$ cat src/rtl/audio_pkg.sv
// Shared audio-path definitions: midscale constant, stream state and the
// signed-to-offset-binary rounding/saturating converter.
package audio_pkg;

  localparam int PWM_NBITS = 12;
  localparam logic [PWM_NBITS-1:0] MIDSCALE = 12'h800;

  typedef enum logic {
    PRIME = 1'b0,
    RUN   = 1'b1
  } feed_state_t;

  // x is the sign-extended in_bits sample; the result holds nbits offset-binary bits in its LSBs.
  function automatic logic [31:0] s2ob_round_sat(input logic signed [31:0] x,
                                                 input int in_bits,
                                                 input int nbits);
    logic signed [31:0] rnd;
    logic signed [31:0] smax;
    logic signed [31:0] sum;
    logic signed [31:0] shr;
    logic [31:0] mask;
    rnd  = 32'sd1 <<< (in_bits - nbits - 1);
    smax = (32'sd1 <<< (in_bits - 1)) - 32'sd1;
    sum  = x + rnd;
    if (sum > smax) begin
      sum = smax;
    end else begin
      sum = x + rnd;
    end
    shr  = sum >>> (in_bits - nbits);
    mask = (32'd1 << nbits) - 32'd1;
    // Adding half-range modulo 2^nbits flips the MSB into offset binary.
    return (32'(shr) + (32'd1 << (nbits - 1))) & mask;
  endfunction

endpackage

$ cat src/rtl/pwm_sample_feeder_fifo.sv
// First-word-fall-through synchronous FIFO with a separate occupancy counter.
module sync_fifo #(
  parameter int WIDTH = 16,
  parameter int DEPTH = 16
) (
  input  logic                     clk,
  input  logic                     rst,
  input  logic                     push,
  input  logic                     pop,
  input  logic [WIDTH-1:0]         wdata,
  output logic [WIDTH-1:0]         rdata,
  output logic                     full,
  output logic                     empty,
  output logic [$clog2(DEPTH):0]   count
);

  localparam int AW = $clog2(DEPTH);

  logic [WIDTH-1:0] mem [DEPTH];
  logic [AW-1:0]    wptr;
  logic [AW-1:0]    rptr;
  logic             do_push;
  logic             do_pop;

  // A full FIFO refuses writes even when a pop frees a slot in the same cycle.
  assign full    = (count == (AW+1)'(DEPTH));
  assign empty   = (count == '0);
  assign do_push = push & ~full;
  assign do_pop  = pop & ~empty;
  assign rdata   = mem[rptr];

  // Storage array, written on accepted pushes
  always_ff @(posedge clk) begin
    if (do_push) begin
      mem[wptr] <= wdata;
    end
  end

  // Pointers and occupancy
  always_ff @(posedge clk or posedge rst) begin
    if (rst) begin
      wptr  <= '0;
      rptr  <= '0;
      count <= '0;
    end else begin
      if (do_push) wptr <= wptr + AW'(1);
      if (do_pop)  rptr <= rptr + AW'(1);
      case ({do_push, do_pop})
        2'b10:   count <= count + (AW+1)'(1);
        2'b01:   count <= count - (AW+1)'(1);
        default: count <= count;
      endcase
    end
  end

endmodule

$ cat src/rtl/pwm_sample_feeder.sv
// Buffers signed audio samples and hands one converted offset-binary value
// to the PWM per next_val request, with priming and underrun accounting.
module pwm_sample_feeder
  import audio_pkg::*;
#(
  parameter int IN_BITS   = 16,
  parameter int NBITS     = 12,
  parameter int DEPTH     = 16,
  parameter int PRIME_LVL = DEPTH / 2,
  parameter int STAT_BITS = 16
) (
  input  logic                     sys_clk,
  input  logic                     sys_rst,
  input  logic [IN_BITS-1:0]       s_data,
  input  logic                     s_valid,
  output logic                     s_ready,
  input  logic                     next_val,
  output logic [NBITS-1:0]         data_out,
  output logic [$clog2(DEPTH):0]   fill_level,
  output logic                     underrun,
  output logic [STAT_BITS-1:0]     underrun_cnt,
  input  logic                     clr_stats
);

  localparam int FW = $clog2(DEPTH) + 1;
  localparam logic [NBITS-1:0] MID = {1'b1, {(NBITS-1){1'b0}}};

  feed_state_t        state;
  logic               full;
  logic               empty;
  logic               pop;
  logic               starve;
  logic [IN_BITS-1:0] head;
  logic [NBITS-1:0]   conv;

  assign s_ready = ~full;
  assign pop     = next_val & (state == RUN) & ~empty;
  assign starve  = next_val & (state == RUN) & empty;
  assign conv    = NBITS'(s2ob_round_sat(32'(signed'(head)), IN_BITS, NBITS));

  sync_fifo #(
    .WIDTH (IN_BITS),
    .DEPTH (DEPTH)
  ) u_fifo (
    .clk   (sys_clk),
    .rst   (sys_rst),
    .push  (s_valid),
    .pop   (pop),
    .wdata (s_data),
    .rdata (head),
    .full  (full),
    .empty (empty),
    .count (fill_level)
  );

  // Priming/run FSM, output register and underrun statistics
  always_ff @(posedge sys_clk or posedge sys_rst) begin
    if (sys_rst) begin
      state        <= PRIME;
      data_out     <= MID;
      underrun     <= 1'b0;
      underrun_cnt <= '0;
    end else begin
      underrun <= 1'b0;
      case (state)
        PRIME: begin
          if (fill_level >= FW'(PRIME_LVL)) state <= RUN;
        end
        RUN: begin
          if (pop) begin
            data_out <= conv;
          end else if (starve) begin
            underrun <= 1'b1;
            state    <= PRIME;
          end
        end
        default: state <= PRIME;
      endcase
      if (clr_stats) begin
        underrun_cnt <= '0;
      end else if (starve && (underrun_cnt != '1)) begin
        underrun_cnt <= underrun_cnt + STAT_BITS'(1);
      end
    end
  end

endmodule
$ cat config.mk
export PLATFORM = sky130hd
export DESIGN_NAME = pwm_sample_feeder
export DESIGN_NICKNAME = d
export VERILOG_FILES = /design/src/rtl/audio_pkg.sv /design/src/rtl/pwm_sample_feeder_fifo.sv /design/src/rtl/pwm_sample_feeder.sv
export SDC_FILE = /design/constraint.sdc
export NUM_CORES = 1
export LEC_CHECK = 0
export CORE_MARGIN = 2
export CORE_UTILIZATION = 55
export CTS_BUF_LIST = sky130_fd_sc_hd__clkbuf_4 sky130_fd_sc_hd__clkbuf_8 sky130_fd_sc_hd__clkbuf_16
export DETAILED_ROUTE_END_ITERATION = 7
export PLACE_DENSITY = 0.76
export REMOVE_ABC_BUFFERS = 1
export SLEW_MARGIN = 20
export SYNTH_ARGS = -nofsm -noshare
export SYNTH_HDL_FRONTEND = slang
export SYNTH_SLANG_ARGS = --single-unit
$ cat constraint.sdc
create_clock -name sys_clk -period 5.67 [get_ports sys_clk]
set_input_delay 0.567 -clock sys_clk [delete_from_list [all_inputs] [get_ports sys_clk]]
set_output_delay 0.567 -clock sys_clk [all_outputs]
set_load 0.05 [all_outputs]
# --- After elaboration in Yosys (flattened, before gate mapping) ---
# Memory sizes are Yosys's and may differ from the RTL's.
# Cells that the tools add are included.
op_classes:
  addsub: 7
  order_cmp: 2
  eq_ne: 4
  mux: 13
  bitwise: 8
  n_reduce_logical: 5
op_table:
  columns: ["op", "n"]
  rows:
  - ["two-way mux 16 bit", 3]
  - ["adder 16 x 5 -> 17 bit (second input constant)", 1]
  - ["greater-than comparator 17 x 16 -> 1 bit (second input constant)", 1]
  - ["adder 16 x 1 -> 16 bit (second input constant)", 1]
  - ["!= test 16 bit (second input constant)", 1]
  - ["adder 12 bit (second input constant)", 1]
  - ["one-hot mux 5 bit (2 select lines)", 1]
  - ["adder 4 x 1 -> 4 bit (second input constant)", 2]
  - ["two-way mux 1 bit", 8]
  - ["adder 5 x 1 -> 5 bit (second input constant)", 1]
  - ["bitwise AND 1 bit", 5]
  - ["equality test 5 bit (second input constant)", 1]
  - ["greater-or-equal comparator 5 x 4 -> 1 bit (second input constant)", 1]
  - ["logical NOT 5 bit", 1]
  - ["subtractor 5 x 1 -> 5 bit (second input constant)", 1]
  - ["nonzero test 2 bit", 2]
  - ["inverter 1 bit", 3]
  - ["equality test 2 x 1 -> 1 bit (second input constant)", 1]
  - ["equality test 2 bit (second input constant)", 1]
  - ["one-hot mux 1 bit (2 select lines)", 1]
  - ["AND reduction 2 bit", 1]
  - ["logical AND 1 bit", 1]
word_totals:
  regBits: 43
  ram_bits: 256
  in_bits: 21
  out_inout_bits: 35
  elab_cells: 47
  n_memories: 1
mem_list:
  columns: ["name", "depth", "word_bits", "rd", "rd_clocked_by_memory_dff", "write_ports", "line_no", "rtl"]
  rows:
  - ["u_fifo.mem", 16, 16, 1, 0, 1, "pwm_sample_feeder_fifo.sv:19", "logic [WIDTH-1:0] mem [DEPTH];"]

# --- Longest topological paths before layout ---
# Gate-level depths: netlist (run 1).
depth:
  word_depth: 6
  depth_mapped: 14
  mapped_depth_nobuf: 13

# --- Cells and area by module ---
# Synthesis (run 1) repeated with hierarchy kept, for this count alone.
unflattened:
  hier_cells: 749
  hier_area_um2: 12662.1
by_module_without_submodules:
  columns: ["module", "n_inst", "cells_per_inst", "area_each_um2", "seq_area_each_um2"]
  rows:
  - ["sync_fifo", 1, 556, 10899.2, 8012.7]
  - ["pwm_sample_feeder", 1, 193, 1762.9, 752.0]

# --- Least setup slack after synthesis (run 1) ---
# OpenSTA, ideal clock, no wires.
synth_path:
  kind: "reg2reg"
  start: "register u_fifo.count[0]"
  end: "memory u_fifo.mem[3][0] (enable)"
  arrival_time_ps: 2957
  t_required_ps: 5261
  slack_ps: 2304
  path_stages_with_launch: 7
  period_less_slack_ps: 3366
  path_cell_list: "dfrtp_1 nor4_1 nand2_1 and2_1 clkbuf_1 nand2_1 nor3_1"
synth_between:
  elab_chain_len: 5
synth_rtl:
  columns: ["item", "line_no", "rtl"]
  rows:
  - ["start, declared", "pwm_sample_feeder_fifo.sv:14", "output logic [$clog2(DEPTH):0] count"]
  - ["start signal, assigned", "pwm_sample_feeder_fifo.sv:49", "2'b10: count <= count + (AW+1)'(1);"]
  - ["start signal, assigned", "pwm_sample_feeder_fifo.sv:50", "2'b01: count <= count - (AW+1)'(1);"]
  - ["start signal, assigned", "pwm_sample_feeder_fifo.sv:51", "default: count <= count;"]
  - ["equality test 5 bit", "pwm_sample_feeder_fifo.sv:26", "assign full = (count == (AW+1)'(DEPTH));"]
  - ["inverter 1 bit", null, null]
  - ["via s_ready", "pwm_sample_feeder.sv:16", "output logic s_ready,"]
  - ["bitwise AND 1 bit", "pwm_sample_feeder_fifo.sv:28", "assign do_push = push & ~full;"]
  - ["two-way mux 1 bit", "pwm_sample_feeder_fifo.sv:34", "if (do_push) begin"]
  - ["two-way mux 1 bit (not written as such)", "pwm_sample_feeder_fifo.sv:35", "mem[wptr] <= wdata;"]
  - ["end, declared", "pwm_sample_feeder_fifo.sv:19", null]
# The timed path passes the listed nets, and every way through them passes these cells.

# --- Final worst setup path (run 1) ---
layout_path:
  start: "register u_fifo.rptr[0]"
  end: "register data_out[9]"
layout_between:
  elab_chain_len: 5
layout_rtl:
  columns: ["item", "line_no", "rtl"]
  rows:
  - ["start, declared", "pwm_sample_feeder_fifo.sv:21", "logic [AW-1:0] rptr;"]
  - ["start signal, assigned", "pwm_sample_feeder_fifo.sv:47", "if (do_pop) rptr <= rptr + AW'(1);"]
  - ["memory (16 x 16 bit) *", null, null]
  - ["adder 16 x 5 -> 17 bit *", "audio_pkg.sv:28", "sum = x + rnd;"]
  - ["greater-than comparator 17 x 16 -> 1 bit", "audio_pkg.sv:25", "if (sum > smax) begin"]
  - ["two-way mux 16 bit *", "audio_pkg.sv:25", null]
  - ["adder 12 bit *", "audio_pkg.sv:33", "return (32'(shr) + (32'd1 << (nbits - 1))) & mask;"]
  - ["end signal, assigned", "pwm_sample_feeder.sv:71", "data_out <= conv;"]
  - ["end, declared", "pwm_sample_feeder.sv:18", "output logic [NBITS-1:0] data_out,"]
# Mark *: on every way between the ends. The rest lies on a longest branch, timed or not.
# A chain may end at the register's enable or synchronous reset.

==> results_dict.tcl, run 1 <==
set metrics [dict create \
    status "complete, no violations" \
    synth_area_per_cell_um2 17.8 \
    ys_async_sr_fraction 0.144 \
    rsz0062_at_grt "no" \
    fmax_mhz 246 \
    nFillCells 1433 \
    grt-ovfl-total 0 \
    htreeDepth 1 \
    synth_warnings 0 \
    pre_cts_ws_ns 1.64 \
    tightest_slew_ns 1.12 \
    setup_viol 0 \
    drt_pass1_iterations 5 \
    grt_pass1_vias 6712 \
    die_w_um 152 \
    arrival_ns 4.53 \
    coreArea_um2 21700 \
    numPortBuffers 55 \
    die_h_um 152 \
    dr_total_vias 6486 \
    path_clk_slew_ns 0.06 \
    final_common_cell "edfxtp_1" \
    crit_start "u_fifo.rptr[0]" \
    finalWorstSetupSlack_ns 1.61 \
    synth_ff_type "edfxtp_1" \
    worst_setup_path_start_kind "flip-flop" \
    num_rows 54 \
    synth_edf_count 256 \
    fin_nets 784 \
    drv_slew 0 \
    reg2reg_setup_slack_ns 1.61 \
    grt_usage 0.222 \
    ys_top_cells_by_area "edfxtp_1, mux4_2, dfrtp_1, nor2_1, mux4_1" \
    yosysTopAreaCell "edfxtp_1" \
    hold_class "input pin to asynchronous set/reset pin" \
    endpoint_kind "flip-flop" \
    drc_errors 0 \
    drt-total-wl_um 25400 \
    drt.antenna.violating_nets 0 \
    grt_pass1_wl_um 39200 \
    crit_fanout 48 \
    r2r_end "data_out[9]" \
    clock_skew_ns 0.0136 \
    cts_hold_buf 0 \
    netlist_area_um2 12000 \
    path_class "flip-flop to flip-flop" \
    cts_setup_buffers 0 \
    numCtsBuffers 29 \
    netlist.area_leader.share 0.638 \
    synth-seq-area-share 0.727 \
    hold_viol 0 \
    antenna_cells 0 \
    cts.sinks 299 \
    wl_per_cell_um 24.1 \
    ir_worst_vdd_mv 0.287 \
    gp_congestion 0.830 \
    cp.required_ns 6.14 \
    dp_hpwl_um 15100 \
    r2r_start "u_fifo.rptr[0]" \
    dr.first_iter.drc_count 494 \
    maxSlewHeadroom 0.252 \
    boundaryPins 56 \
    mostFrequentLayoutCells "edfxtp_1, clkdlybuf4s50_1, mux4_2, nor2_1, dfrtp_1" \
    initial_core_util 0.555 \
    clock-root-buffer "clkbuf_16" \
    final.setup.tns_ns 0 \
    syn_to_final_growth_pct 15.7 \
    dieArea_um2 23100 \
    synthCells 676 \
    fin_crit_ns 4.06 \
    ctsResizeCount 0 \
    fin_crit_sh 0.716 \
    clock_path_buffers 3 \
    cts_tree "built" \
    yosysUniqueCellTypes 54 \
    grt_max_degree 49 \
    vias_per_cell 6.16 \
    reg2reg_depth 11 \
    insertion_delay_ns 0.56 \
    power_density_nw_per_um2 513 \
    p_leak_uw 0.00471 \
    synth_seq_cells 299 \
    maxCapViolCount 0 \
    drive_above_1_share 0.181 \
    grt_antenna_before_repair 0 \
]
-- cells in the mapped netlist (2+ instances only) --
library cell / count
nand3_1: 12
or3_1: 6
a21o_1: 2
o211ai_1: 7
ha_1: 12
a21oi_1: 14
xnor2_1: 17
o22a_1: 2
or4_1: 2
buf_4: 4
buf_2: 6
nand2b_1: 3
nor2_1: 47
nor3_1: 8
inv_1: 13
a22o_1: 9
xor2_1: 15
mux2_2: 2
nor4_1: 4
o21ai_0: 12
nand2_1: 36
edfxtp_1: 256
a31oi_1: 8
and2_1: 3
buf_6: 5
mux4_1: 6
nand4_1: 10
o21a_1: 2
nor2b_1: 4
o21ai_1: 2
mux4_2: 49
buf_1: 5
a41o_1: 2
dfrtp_1: 42
a22oi_1: 12
mux2i_1: 4
clkbuf_1: 12
or2_2: 2
o2111ai_1: 4
-- per-stage QoR --
stage | utilization | hold slack [ns] | cell area (um2) | cells | total power, uW
after CTS | 0.642 | 0.479 | 13900 | 1053 | 7170
final | 0.643 | 0.465 | 13900 | 1053 | 7150
after global placement | 0.597 | 0.487 | 12900 | 999 | 5110
after global routing | 0.643 | 0.517 | 13900 | 1053 | 7440
after detailed placement | 0.597 | 0.498 | 12900 | 999 | 5200
after floorplan | - | 0.471 | 11900 | 644 | 4510
-- flip-flops by register name, summed over array words and instances (netlist names) --
register	count
underrun_cnt	16
state	1
u_fifo.rptr	4
u_fifo.count	5
u_fifo.wptr	4
u_fifo.mem	256
underrun	1
data_out	12
-- logic make-up (layout without fill, tap and decap cells) --
| group | Yosys count | in the layout | synth area share |
|---|---|---|---|
| adders and majority gates | 13 | 13 | 0.0141 |
| and+or+nand+nor | 144 | 144 | 0.0577 |
| DFF | 299 | 299 | 0.727 |
| AOI/OAI and AO/OA | 82 | 82 | 0.0485 |
| buffers and inverters | 45 | 142 | 0.0190 |
| xor gates and xnor gates | 32 | 32 | 0.0233 |
| muxes | 61 | 61 | 0.110 |
-- report_power, final --
part / internal, uW / leakage, uW / switching (uW) / total (uW)
registers: 2680 / 0.00285 / 320 / 3000
clock network: 1170 / 0.000480 / 803 / 1970
logic: 922 / 0.00138 / 1250 / 2170
total: 4770 / 0.00471 / 2380 / 7150
-- worst max path at each step --
stage,end,slack [ns],cells after the start
finish,data_out[9],1.61,11
global route,data_out[9],1.24,11
CTS,data_out[9],1.59,11
detailed placement,data_out[9],1.64,11
global placement,data_out[9],1.77,11
floorplan,data_out[9],0.65,11
-- area by class of cell --
class                           count  area, um2  area share
Clock buffer                       37        792      0.0568
Multi-Input combinational cell    332       3090       0.221
Timing Repair Buffer               75        701      0.0503
Clock inverter                     17        194      0.0139
Inverter                           13       48.8     0.00350
Tap cell                          280        350      0.0251
Sequential cell                   299       8770       0.629
-- layer usage --
| metal | share of wire | vias to the layer above | GRT usage |
|---|---|---|---|
| li1 | - | 2822 | - |
| met1 | 0.38 | 3333 | 0.291 |
| met2 | 0.51 | 266 | 0.370 |
| met3 | 0.071 | 65 | 0.0459 |
| met4 | 0.038 | 0 | 0.0863 |
| met5 | 0 | - | 0 |
-- critical path: stages, from the launching register on --
cell      delay, ns
dfrtp_4        0.99
buf_4          0.50
mux4_2         0.32
a22oi_1        0.11
nand2_1        0.29
ha_1           0.26
o211ai_1       0.16
nor4_2         0.49
nand2_1        0.18
or3_1          0.35
xnor2_1        0.13
a31oi_1        0.16
(Power assumes the default switching activity.)
==> inputs of run 2 (changes only) <==
CORE_UTILIZATION = 54   (was 55)
PLACE_DENSITY = 0.77   (was 0.76)
clock period = 3.6 ns   (was 5.67 ns; I/O delays follow)
==> run 2 against run 1 <==
- sequential power grew 52%
- die area increased by 1.8%
- count of clock-buffer cells in the layout is the same
- global-route usage shrank 0.37 points
- clock power is 65% higher
- largest cell class unchanged
- highest routed layer unchanged
==> results_dict.tcl, run 2 (synthesis gave the netlist of run 1 again) <==
set metrics [dict create \
    status "complete, no violations" \
    final_util 0.645 \
    dr.first_iter.drc_count 578 \
    clock-root-buffer "clkbuf_16" \
    p_leak_uw 0.00483 \
    cts.sinks 299 \
    die_w_um 153 \
    cts_setup_buffers 0 \
    dp_hpwl_um 15100 \
    dpl_cell_area_um2 13100 \
    vias_per_cell 6.14 \
    drive_above_1_share 0.198 \
    fin_crit_sh 0.920 \
    drt.antenna.violating_nets 0 \
    fin_hold_ws_ns 0.237 \
    grt-ovfl-total 0 \
    htreeDepth 1 \
    path_class "flip-flop to flip-flop" \
    drt_pass1_iterations 5 \
    hold_viol 0 \
    tightest_slew_ns 0.619 \
    regMostFlops "u_fifo.mem" \
    crit_fanout 22 \
    setup_viol 0 \
    clock_skew_ns 0.0196 \
    coreArea_um2 21900 \
    worst_setup_path_start_kind "flip-flop" \
    boundaryPins 56 \
    path_clk_slew_ns 0.07 \
    arrival_ns 3.79 \
    rsz0062_at_grt "no" \
    insertion_delay_ns 0.56 \
    drc_errors 0 \
    nFillCells 1481 \
    dieArea_um2 23500 \
    maxSlewHeadroom 0.586 \
    grt_max_degree 44 \
    antenna_cells 0 \
    fin_crit_ns 3.31 \
    grt_pass1_wl_um 39000 \
    cts_tree "built" \
    grt_antenna_before_repair 0 \
    num_rows 54 \
    wl_per_cell_um 23.6 \
    mostFrequentLayoutCells "edfxtp_1, clkdlybuf4s50_1, mux4_2, nor2_1, dfrtp_1" \
    grt_usage 0.218 \
    fmax_mhz 302 \
    initial_core_util 0.550 \
    hold_class "input pin to asynchronous set/reset pin" \
    reg_top3 "u_fifo.mem: 256 flops, underrun_cnt: 16 flops, data_out: 12 flops" \
    design_area_um2 14100 \
    gp_congestion 0.816 \
    ir_worst_vdd_mv 0.438 \
    dr_total_vias 6559 \
    drt-total-wl_um 25200 \
    grt_pass1_vias 6686 \
    ctsResizeCount 0 \
    drv_slew 0 \
    numPortBuffers 55 \
    cp.required_ns 4.08 \
    numCtsBuffers 29 \
    syn_to_final_growth_pct 17.1 \
    largest_register_ffs 256 \
    fin_nets 799 \
    cts_hold_buf 0 \
    clock_path_buffers 3 \
    final_common_cell "edfxtp_1" \
    die_h_um 153 \
    maxCapViolCount 0 \
    power_density_nw_per_um2 815 \
    endpoint_kind "flip-flop" \
]
run 2: metal layers:
layer | vias up | GRT usage | share of wire
li1 | 2860 | - | -
met1 | 3335 | 0.309 | 0.41
met2 | 308 | 0.352 | 0.48
met3 | 56 | 0.0405 | 0.086
met4 | 0 | 0.0642 | 0.027
met5 | - | 0 | 0
run 2: path summary, 6_finish.rpt:
| kind | from | endpoint | slack [ns] | cells after the start |
|---|---|---|---|---|
| setup / recovery | u_fifo.rptr[0] | data_out[9] | 0.29 | 11 |
| hold / removal | sys_rst | data_out[0] | 0.24 | 3 |
| setup reg to reg | u_fifo.rptr[0] | data_out[9] | 0.29 | 11 |
| hold reg to reg | data_out[11] | data_out[11] | 0.51 | 2 |
| max in group asynchronous | sys_rst | u_fifo.rptr[0] | 2.97 | 3 |
| min in group sys_clk | next_val | underrun | 0.47 | 3 |
run 2: worst max-delay path: stages, from the launching register on:
cell,delay [ns]
dfrtp_4,0.64
mux2i_1,0.18
a221oi_1,0.37
a21oi_1,0.08
o21ai_1,0.35
ha_1,0.29
o211ai_1,0.18
nor4_2,0.35
nand2_1,0.14
or3_1,0.34
xnor2_1,0.13
a31oi_1,0.18
run 2: final cells by class:
class	count	area [um2]	area share
clock buffer	37	822	0.0583
clock inverter	17	230	0.0163
timing repair buffer	90	813	0.0576
sequential	299	8770	0.621
multi-input combinational	332	3080	0.218
tap	280	350	0.0248
inverter	13	48.8	0.00346
run 2: per-stage QoR:
step | cells | power, uW | setup slack [ns] | TNS (ns)
after floorplan | 644 | 7100 | -1.42 | -13.23
after global placement | 1014 | 8170 | 0.444 | 0
after detailed placement | 1014 | 8310 | 0.302 | 0
after CTS | 1068 | 11600 | 0.290 | 0
after global routing | 1068 | 12000 | 0.0388 | 0
final | 1068 | 11500 | 0.287 | 0
run 2: report_power, final:
group / total, uW / internal, uW / switching [uW]
clock network: 3260 / 1980 / 1280
logic: 3680 / 1530 / 2150
registers: 4560 / 4230 / 338
total: 11500 / 7740 / 3770
